## src/rtl/fetch_pkg.sv

```systemverilog
// rtl/fetch_pkg.sv - shared types and defaults for the instruction fetch unit
package fetch_pkg;

  localparam int unsigned FETCH_ADDR_W = 32;
  localparam int unsigned FETCH_DATA_W = 32;

  localparam logic [FETCH_ADDR_W-1:0] DEFAULT_RESET_PC = 32'h0000_0000;
  localparam logic [FETCH_ADDR_W-1:0] DEFAULT_PC_STEP  = 32'h0000_0001;

  typedef enum logic [1:0] {
    ST_RUN   = 2'd0,
    ST_FULL  = 2'd1,
    ST_FLUSH = 2'd2
  } fetch_state_e;

  typedef struct packed {
    logic [FETCH_ADDR_W-1:0] pc;
    logic [FETCH_DATA_W-1:0] instr;
  } fetch_entry_t;

  function automatic logic [31:0] sat_add32(input logic [31:0] a, input logic [31:0] b);
    logic [32:0] s;
    s = {1'b0, a} + {1'b0, b};
    return s[32] ? 32'hFFFF_FFFF : s[31:0];
  endfunction

endpackage

```

## src/rtl/fetch_queue.sv

```systemverilog
// rtl/fetch_queue.sv - fetch queue FIFO with flush; extra pointer MSB separates full from empty
module fetch_queue #(
  parameter int DEPTH = 4,
  parameter int W     = 64
) (
  input  logic                   clk,
  input  logic                   rst,
  input  logic                   i_push,
  input  logic [W-1:0]           i_data,
  input  logic                   i_pop,
  input  logic                   i_flush,
  output logic [W-1:0]           o_data,
  output logic                   o_full,
  output logic                   o_empty,
  output logic [$clog2(DEPTH):0] o_count
);

  localparam int AW = $clog2(DEPTH);

  logic [W-1:0] r_mem [DEPTH];
  logic [AW:0]  r_wr;
  logic [AW:0]  r_rd;
  logic         w_wr;
  logic         w_rd;

  assign o_full  = (r_wr[AW] != r_rd[AW]) && (r_wr[AW-1:0] == r_rd[AW-1:0]);
  assign o_empty = (r_wr == r_rd);
  assign o_count = r_wr - r_rd;
  assign o_data  = r_mem[r_rd[AW-1:0]];
  assign w_wr    = i_push && !i_flush && !o_full;
  assign w_rd    = i_pop && !i_flush && !o_empty;

  always_ff @(posedge clk) begin
    if (w_wr) r_mem[r_wr[AW-1:0]] <= i_data;
  end

  always_ff @(posedge clk or posedge rst) begin
    if (rst) begin
      r_wr <= '0;
      r_rd <= '0;
    end else if (i_flush) begin
      r_wr <= '0;
      r_rd <= '0;
    end else begin
      if (w_wr) r_wr <= r_wr + 1'b1;
      if (w_rd) r_rd <= r_rd + 1'b1;
    end
  end

endmodule

```

## src/rtl/instr_fetch_unit.sv

```systemverilog
// rtl/instr_fetch_unit.sv - credit-limited instruction fetch with redirect flush
// Optional perf counters enabled by defining FETCH_PERF_CNT_EN.
module instr_fetch_unit
  import fetch_pkg::*;
#(
  parameter int                ADDR_W   = 32,
  parameter int                DATA_W   = 32,
  parameter int                FQ_DEPTH = 4,
  parameter logic [ADDR_W-1:0] RESET_PC = DEFAULT_RESET_PC,
  parameter logic [ADDR_W-1:0] PC_STEP  = DEFAULT_PC_STEP
) (
  input  logic              clk,
  input  logic              rst,
  output logic              imem_req,
  output logic [ADDR_W-1:0] imem_addr,
  input  logic [DATA_W-1:0] imem_rdata,
  input  logic              redirect_valid,
  input  logic [ADDR_W-1:0] redirect_pc,
  output logic              out_valid,
  input  logic              out_ready,
  output logic [DATA_W-1:0] out_instr,
  output logic [ADDR_W-1:0] out_pc
`ifdef FETCH_PERF_CNT_EN
  ,
  output logic [31:0]       perf_fetched,
  output logic [31:0]       perf_flushed
`endif
);

  localparam int CW = $clog2(FQ_DEPTH) + 1;

  fetch_state_e             r_state;
  fetch_state_e             w_state_next;
  logic [ADDR_W-1:0]        r_pc;
  logic                     r_inflight;
  logic [ADDR_W-1:0]        r_inflight_pc;
  logic                     w_issue;
  logic                     w_push;
  logic                     w_pop;
  logic                     w_full;
  logic                     w_empty;
  logic [CW-1:0]            w_count;
  logic [CW-1:0]            w_count_next;
  logic [CW-1:0]            w_occ_next;
  logic [ADDR_W+DATA_W-1:0] w_head;

  // Redirect voids any handshake and the response landing in the same cycle.
  assign w_pop  = !w_empty && out_ready && !redirect_valid;
  assign w_push = r_inflight && (r_state != ST_FLUSH) && !redirect_valid;

  always_comb begin
    w_issue      = !redirect_valid && (r_state != ST_FULL);
    w_state_next = ST_FLUSH;
    w_count_next = '0;
    w_occ_next   = '0;
    if (!redirect_valid) begin
      w_count_next = w_count + CW'(w_push) - CW'(w_pop);
      w_occ_next   = w_count_next + CW'(w_issue);
      w_state_next = (w_occ_next == CW'(FQ_DEPTH)) ? ST_FULL : ST_RUN;
    end
  end

  always_ff @(posedge clk or posedge rst) begin
    if (rst) begin
      r_state       <= ST_RUN;
      r_pc          <= RESET_PC;
      r_inflight    <= 1'b0;
      r_inflight_pc <= '0;
    end else begin
      r_state    <= w_state_next;
      r_inflight <= w_issue;
      if (w_issue) begin
        r_inflight_pc <= r_pc;
        r_pc          <= r_pc + PC_STEP;
      end
      if (redirect_valid) r_pc <= redirect_pc;
    end
  end

  fetch_queue #(
    .DEPTH (FQ_DEPTH),
    .W     (ADDR_W + DATA_W)
  ) u_queue (
    .clk     (clk),
    .rst     (rst),
    .i_push  (w_push),
    .i_data  ({r_inflight_pc, imem_rdata}),
    .i_pop   (w_pop),
    .i_flush (redirect_valid),
    .o_data  (w_head),
    .o_full  (w_full),
    .o_empty (w_empty),
    .o_count (w_count)
  );

  assign imem_req  = w_issue && !rst && !w_full;
  assign imem_addr = r_pc;
  assign out_valid = !w_empty;
  assign out_pc    = w_empty ? '0 : w_head[ADDR_W+DATA_W-1:DATA_W];
  assign out_instr = w_empty ? '0 : w_head[DATA_W-1:0];

`ifdef FETCH_PERF_CNT_EN
  always_ff @(posedge clk or posedge rst) begin
    if (rst) begin
      perf_fetched <= '0;
      perf_flushed <= '0;
    end else begin
      if (w_pop) perf_fetched <= sat_add32(perf_fetched, 32'd1);
      if (redirect_valid)
        perf_flushed <= sat_add32(perf_flushed, 32'(w_count) + 32'(r_inflight));
    end
  end
`endif

endmodule

```

## config.mk

```make
export PLATFORM = sky130hd
export DESIGN_NAME = instr_fetch_unit
export DESIGN_NICKNAME = d
export VERILOG_FILES = /design/src/rtl/fetch_pkg.sv /design/src/rtl/fetch_queue.sv /design/src/rtl/instr_fetch_unit.sv
export SDC_FILE = /design/constraint.sdc
export NUM_CORES = 1
export LEC_CHECK = 0
export ABC_AREA = 1
export CORE_MARGIN = 1
export CORE_UTILIZATION = 60
export DETAILED_ROUTE_END_ITERATION = 10
export PLACE_DENSITY = 0.85
export SYNTH_ARGS = -nofsm -noshare
export SYNTH_HDL_FRONTEND = slang
export SYNTH_HIERARCHICAL = 1
export SYNTH_SLANG_ARGS = --single-unit
```

## constraint.sdc

```tcl
create_clock -name clk -period 10.1 [get_ports clk]
set_clock_uncertainty 0.1 [all_clocks]
set_input_delay 3.03 -clock clk [delete_from_list [all_inputs] [get_ports clk]]
set_output_delay 3.03 -clock clk [all_outputs]
set_load 0.1 [all_outputs]
```

==> flow_summary.yaml, run 1 <==
logic_synthesis:
  yosys.area_share.simple: 0.1518
  synthAdderAreaFrac: 0.01223
  synthesis.nets: 1372
  yosys_warnings: 6
  synth_cells: 1292
  synth_seq_area_share: 0.6737
  synth_compound_area_frac: 0.09693
  synthXorXnorAreaFrac: 0.003101
  syn_area_um2: 14120
  synth_top_family_by_area: "simple AND/OR/NAND/NOR gates"
  synth_seq_cells: 329
  synthMuxAreaShare: 0
  synth_cell_types: 38
  syn_avg_cell_area_um2: 10.93
placement:
  portBuffers: 165
  place_congestion: 0.9493
  hpwlAfterDp_um: 18390
sta:
  fin_tns_setup_ns: 0
  fin_crit_sh: 0.7898
  rsz0062_at_grt: "false"
  finalHoldViolCount: 0
  setup_viol: 0
  fmax_mhz: 125.4
  min_period_ns: 7.977
  timing.hold.ws_ns: 0.4167
  max-slew-margin-rel: 0.2572
  worst_pin_slew_ns: 1.112
  drv_slew: 0
route:
  viasPerCell: 5.640
  drcViolationCount: 0
  drt_iter0_markers: 788
  postRouteAntennaNets: 0
  first_pass_iters: 5
  drt-wirelength-per-cell_um: 17.43
  drt_wl_total_um: 30920
  vias: 10010
grt:
  grt_first_pass_wirelength_um: 48740
  grt-ovfl-total: 0
  grt_max_degree: 79
  grt_usage: 0.2586
  first_global_vias: 9648
  antenna_found_initial: 0
cells_and_area:
  final_layout_size_suffix_gt1_frac: 0.07598
  utilization: 0.7443
  antennaDiodeCount: 0
  fillers: 1491
  fin_nets: 1517
  regArea_um2: 9519
  area_delta_synth_final_pct: 20.41
  multi_input_area_um2: 3759
die:
  core_um2: 22850
  die_y_um: 155.4
  dieArea_um2: 24160
  io_pins: 166
  die_x_um: 155.4
  initial_core_util: 0.6181
  row_count: 55
clock_network:
  htreeDepth: 1
  cts.path.max_buffers: 3
  cts_sinks: 329
  clock_latency_ns: 0.56
  numCtsBuffers: 31
  cts_setup_buffers: 0
  cts_tree: "yes"
  cts-root-buf: "clkbuf_16"
  clkTransAtPathRegs_ns: 0.06
  cts_hold_buf: 0
  ctsResizeCount: 0
critical_path:
  end_kind: "output port"
  cp_max_fo: 59
  critPathKind: "input pin to output port"
  worstPathRequired_ns: 6.97
  arrival_ns: 4.85
  start_kind: "input pin"
worst_hold_path:
  hold_path.class: "flop to flop"
pwr:
  peakVddDrop_mv: 0.1170
  p_leak_nw: 6.517
  cellPowerDensity_nw_per_um2: 184.3
run:
  cap_violations: 0
status:
  outcome: "finished, final reports clean"
## critical path, cell delays in order
cell and delay (ns):
clkdlybuf4s50_1 0.45, buf_4 0.38, nor2_4 0.08, inv_2 0.05, buf_4 0.48, nor3_1 0.16, buf_12 0.21
## metrics by stage
stage | instances | power [mW] | setup slack, ns | instance area [µm²]
final | 1774 | 3.135 | 2.123 | 17010
after CTS | 1774 | 3.145 | 2.111 | 17010
after floorplan | 1292 | 1.827 | 1.244 | 14120
after global routing | 1774 | 3.218 | 1.970 | 17010
after global placement | 1717 | 1.938 | 2.139 | 15930
after detailed placement | 1717 | 1.946 | 2.122 | 15930
## routing by layer
layer	GRT usage	up-vias	share of wire
met5	0	-	0
met4	0.08217	0	0.022
met3	0.03760	56	0.082
met2	0.4388	470	0.49
met1	0.3469	4767	0.41
li1	-	4712	-
## registers in the layout (all words and copies together), names as in the netlist
register       flops
r_state            2
r_inflight_pc     32
u_queue/r_mem    256
r_inflight         1
u_queue/r_rd       3
u_queue/r_wr       3
imem_addr         32
## logic make-up after synthesis
family                     count (synthesis)
DFF                                      329
buffers and inverters                    198
AOI/OAI and AO/OA                        242
xor gates and xnor gates                   5
adders and majority gates                 12
and+or+nand+nor                          506
## cell usage in the layout, fill, tap and decap left out, drive strengths merged
| master | instances |
|---|---|
| o21bai | 1 |
| nor4 | 1 |
| a211oi | 1 |
| clkdlybuf4s50 | 164 |
| nand2 | 154 |
| o22ai | 65 |
| buf | 14 |
| a31oi | 1 |
| dfrtp | 73 |
| o211ai | 9 |
| inv | 134 |
| nand3 | 55 |
| fa | 3 |
| o21ai | 145 |
| xnor2 | 2 |
| a21oi | 2 |
| ha | 9 |
| bufinv | 6 |
| nor3 | 8 |
| clkinvlp | 5 |
| clkbuf | 32 |
| edfxtp | 256 |
| clkinv | 12 |
| nor2 | 277 |
| o2111ai | 2 |
| nand4 | 11 |
| xor2 | 3 |
| a22oi | 16 |
## area by class of cell
class                   instances  area share
inverters                     132     0.02928
repair buffers                178      0.1035
clock inverters                25     0.01759
flip-flops and latches        329      0.5598
well taps                     313     0.02303
multi-input cells             765      0.2210
clock buffers                  32     0.04584
## cells in the mapped netlist
cell type  number  area [µm²]
xnor2_1         2       17.52
a22oi_1        16       120.1
fa_1            3       60.06
nand3_1        52       260.3
o21bai_1        1       7.510
nand4_1        11       68.82
clkinv_1        1       3.750
buf_6          10       112.6
edfxtp_1      256        7687
nor2_1        263       987.2
nor3_2          1       10.01
buf_4          10       75.07
nand3_4         1       17.52
nor3_1          7       35.03
o2111ai_1       2       17.52
nand2_2         8       50.05
inv_2           8       30.03
nand2_1       145       544.3
dfrtp_1        73        1827
buf_1           1       3.750
nor2_4          9       101.4
o211ai_1        9       67.56
inv_4           1       6.260
inv_1         122       457.9
clkbuf_1       28       105.1
nand3_2         2       20.02
buf_2          17       85.08
o22ai_1        65       406.6
nor2_2          5       31.28
nor4_1          1       6.260
ha_1            9       112.6
a211oi_1        1       7.510
o21ai_0        98       490.5
nand2_4         1       11.26
xor2_1          3       26.28
a31oi_1         1       6.260
o21ai_1        47       235.2
a21oi_1         2       10.01
## final timing paths
kind,from,end,slack (ns),depth (start not counted)
worst max-delay path,redirect_valid,imem_req,2.12,7
worst min register to register,r_inflight_pc[7]$_DFFE_PP0P_,u_queue/r_mem[0][39]$_DFFE_PP_,0.42,0
worst max register to register,u_queue/r_rd[0]$_DFFE_PP0P_,r_state[0]$_DFF_PP0_,6.40,13
max in group asynchronous,rst,r_inflight_pc[6]$_DFFE_PP0P_,6.32,3
min in group asynchronous,rst,u_queue/r_wr[2]$_DFFE_PP0P_,2.68,2
worst min-delay path,r_inflight_pc[7]$_DFFE_PP0P_,u_queue/r_mem[0][39]$_DFFE_PP_,0.42,0
## report_power, final
group | switching, mW | leakage (nW) | internal, mW
clock | 0.495 | 0.520 | 0.718
sequential | 0.0490 | 3.20 | 1.51
combinational | 0.269 | 2.79 | 0.0939
total | 0.813 | 6.52 | 2.32
Power figures use the tool's default switching activity.
==> inputs of run 2 (changes only) <==
--- a/config.mk
+++ b/config.mk
@@ -7,9 +7,9 @@
 export LEC_CHECK = 0
 export ABC_AREA = 1
 export CORE_MARGIN = 1
-export CORE_UTILIZATION = 60
+export CORE_UTILIZATION = 56
 export DETAILED_ROUTE_END_ITERATION = 10
-export PLACE_DENSITY = 0.85
+export PLACE_DENSITY = 0.8
 export SYNTH_ARGS = -nofsm -noshare
 export SYNTH_HDL_FRONTEND = slang
 export SYNTH_HIERARCHICAL = 1
==> constraint.sdc (replaced) <==
create_clock -name clk -period 7.5 [get_ports clk]
set_clock_uncertainty 0.1 [all_clocks]
set_input_delay 2.25 -clock clk [delete_from_list [all_inputs] [get_ports clk]]
set_output_delay 2.25 -clock clk [all_outputs]
set_load 0.1 [all_outputs]
==> run 2 against run 1 <==
Critical path depth shrank 1. Via count grew 0.69%. Cell count grew 0.85%. Count of clock-buffer cells in the layout grew 12. Sequential power grew 35%. Wire length grew 5.0%. Die area grew 7.0%. Core utilization shrank 5.5 points. First-iteration DRC count grew 19%. Highest routed layer unchanged.
==> flow_summary.yaml, run 2 (synthesis gave the netlist of run 1 again) <==
pwr:
  p_total_mw: 4.220
  peakVddDrop_mv: 0.1505
  cellPowerDensity_nw_per_um2: 249.6
  p_leak_nw: 6.640
cells_and_area:
  area_delta_synth_final_pct: 19.71
  antennaDiodeCount: 0
  fin_nets: 1521
  layout_common_cells: "nor2_1, edfxtp_1, nand2_1"
  largest_register_ff_count: 256
  final_layout_size_suffix_gt1_frac: 0.1099
  design_area_um2: 16910
  layout_commonest_cell: "nor2_1"
sta:
  max-slew-margin-rel: 0.3197
  worst_pin_slew_ns: 1.018
  fin_crit_sh: 0.8399
  drv_slew: 0
  finalHoldViolCount: 0
  min_period_ns: 6.299
  setup_slack_ns: 1.201
  fmax_mhz: 158.7
  fin_tns_setup_ns: 0
  setup_viol: 0
  rsz0062_at_grt: "false"
critical_path:
  endpoint: "out_pc[16]"
  path_buf_inv: 3
  critPathLaunch: "u_queue/r_rd[0]$_DFFE_PP0P_"
  r2r-end: "r_state[0]$_DFF_PP0_"
  crit-reg2reg-launch: "u_queue/r_rd[0]$_DFFE_PP0P_"
  path_cells: "buf_4 > o21ai_0 > o22ai_1 > inv_1 > nor2_1 > clkdlybuf4s50_1"
  crit_path_top_delay_cell: "clkdlybuf4s50_1"
  reg2reg_slack_ns: 4.04
  start_kind: "flop"
  critPathMaxStageDelay_ns: 1.19
  cp_top_family: "buffers and inverters"
  end_kind: "output port"
  worstSetupPathDepth: 6
  arrival_ns: 3.95
  critPathKind: "flop to output port"
  reg2reg_depth: 13
  cp_max_fo: 98
  worstPathRequired_ns: 5.15
die:
  row_count: 57
  io_pins: 166
  dieArea_um2: 25860
  die_x_um: 160.8
  initial_core_util: 0.5756
  die_y_um: 160.8
  core_um2: 24530
clock_network:
  ctsResizeCount: 0
  cts.path.max_buffers: 3
  cts_hold_buf: 0
  cts_setup_buffers: 0
  htreeDepth: 2
  clock_latency_ns: 0.50
  cts_sinks: 329
  clkTransAtPathRegs_ns: 0.06
  cts-root-buf: "clkbuf_16"
  cts_tree: "yes"
  numCtsBuffers: 34
status:
  outcome: "finished, final reports clean"
grt:
  grt_max_degree: 99
  grt-ovfl-total: 0
  grt_usage: 0.2497
  antenna_found_initial: 0
  first_global_vias: 9536
  grt_first_pass_wirelength_um: 50260
run:
  cap_violations: 0
route:
  drcViolationCount: 0
  first_pass_iters: 5
  viasPerCell: 5.631
  postRouteAntennaNets: 0
  drt_wl_total_um: 32460
  vias: 10070
  drt-wirelength-per-cell_um: 18.15
  drt_iter0_markers: 935
placement:
  placed_cell_area_um2: 15830
  hpwlAfterDp_um: 19190
  place_congestion: 0.9386
  place_ws_ns: 1.756
  portBuffers: 165
worst_hold_path:
  hold_path.class: "flop to flop"
==> run 2: cell types whose count changed in the layout (fill, tap and decap cells not counted), moves of 2 or more <==
| cell | previous run | this run |
|---|---|---|
| buf_12 | 1 | 3 |
| buf_4 | 13 | 69 |
| bufinv_16 | 6 | 3 |
| clkbuf_1 | 1 | 8 |
| clkbuf_16 | 31 | 35 |
| clkdlybuf4s50_1 | 164 | 107 |
| clkinv_1 | 4 | 8 |
| clkinv_2 | 7 | 3 |
| clkinvlp_4 | 4 | 1 |
==> run 2: metrics by stage <==
stage                     cells  hold slack [ns]  utilization
after floorplan            1292           0.3763            -
after global placement     1729           0.3930       0.6452
after detailed placement   1729           0.4105       0.6452
after CTS                  1789           0.4134       0.6891
after global routing       1789           0.4427       0.6891
final                      1789           0.4146       0.6891
==> run 2: per-layer routing <==
metal	global-route usage	vias to the layer above	routed length (µm)
met5	0	-	0
met4	0.06389	0	652
li1	-	4727	-
met1	0.3492	4848	13780
met2	0.4124	449	15670
met3	0.03848	50	2358
==> run 2: worst min-delay path by stage <==
stage / start / end / slack, ns / depth (start not counted)
floorplan: r_inflight_pc[1]$_DFFE_PP0P_ / u_queue/r_mem[0][33]$_DFFE_PP_ / 0.38 / 0
global placement: r_inflight_pc[22]$_DFFE_PP0P_ / u_queue/r_mem[0][54]$_DFFE_PP_ / 0.39 / 0
detailed placement: r_inflight_pc[21]$_DFFE_PP0P_ / u_queue/r_mem[2][53]$_DFFE_PP_ / 0.41 / 0
CTS: r_inflight_pc[21]$_DFFE_PP0P_ / u_queue/r_mem[2][53]$_DFFE_PP_ / 0.41 / 0
global route: r_inflight_pc[0]$_DFFE_PP0P_ / u_queue/r_mem[1][32]$_DFFE_PP_ / 0.44 / 0
finish: r_inflight_pc[21]$_DFFE_PP0P_ / u_queue/r_mem[2][53]$_DFFE_PP_ / 0.41 / 0
==> run 2: cell type report <==
type	instances	area (µm²)
fill	1790	7627
clock buffer	44	919.6
tap	324	405.4
clock inverter	16	156.4
multi-input combinational	765	3759
inverter	132	498.0
timing repair buffer	179	1649
sequential	329	9519
==> run 2: power breakdown <==
part | internal [mW] | leakage, nW | total [mW] | switching [mW]
Sequential | 2.03 | 3.20 | 2.10 | 0.0667
Combinational | 0.122 | 2.91 | 0.487 | 0.365
Clock | 0.970 | 0.522 | 1.63 | 0.662
Total | 3.13 | 6.64 | 4.22 | 1.09
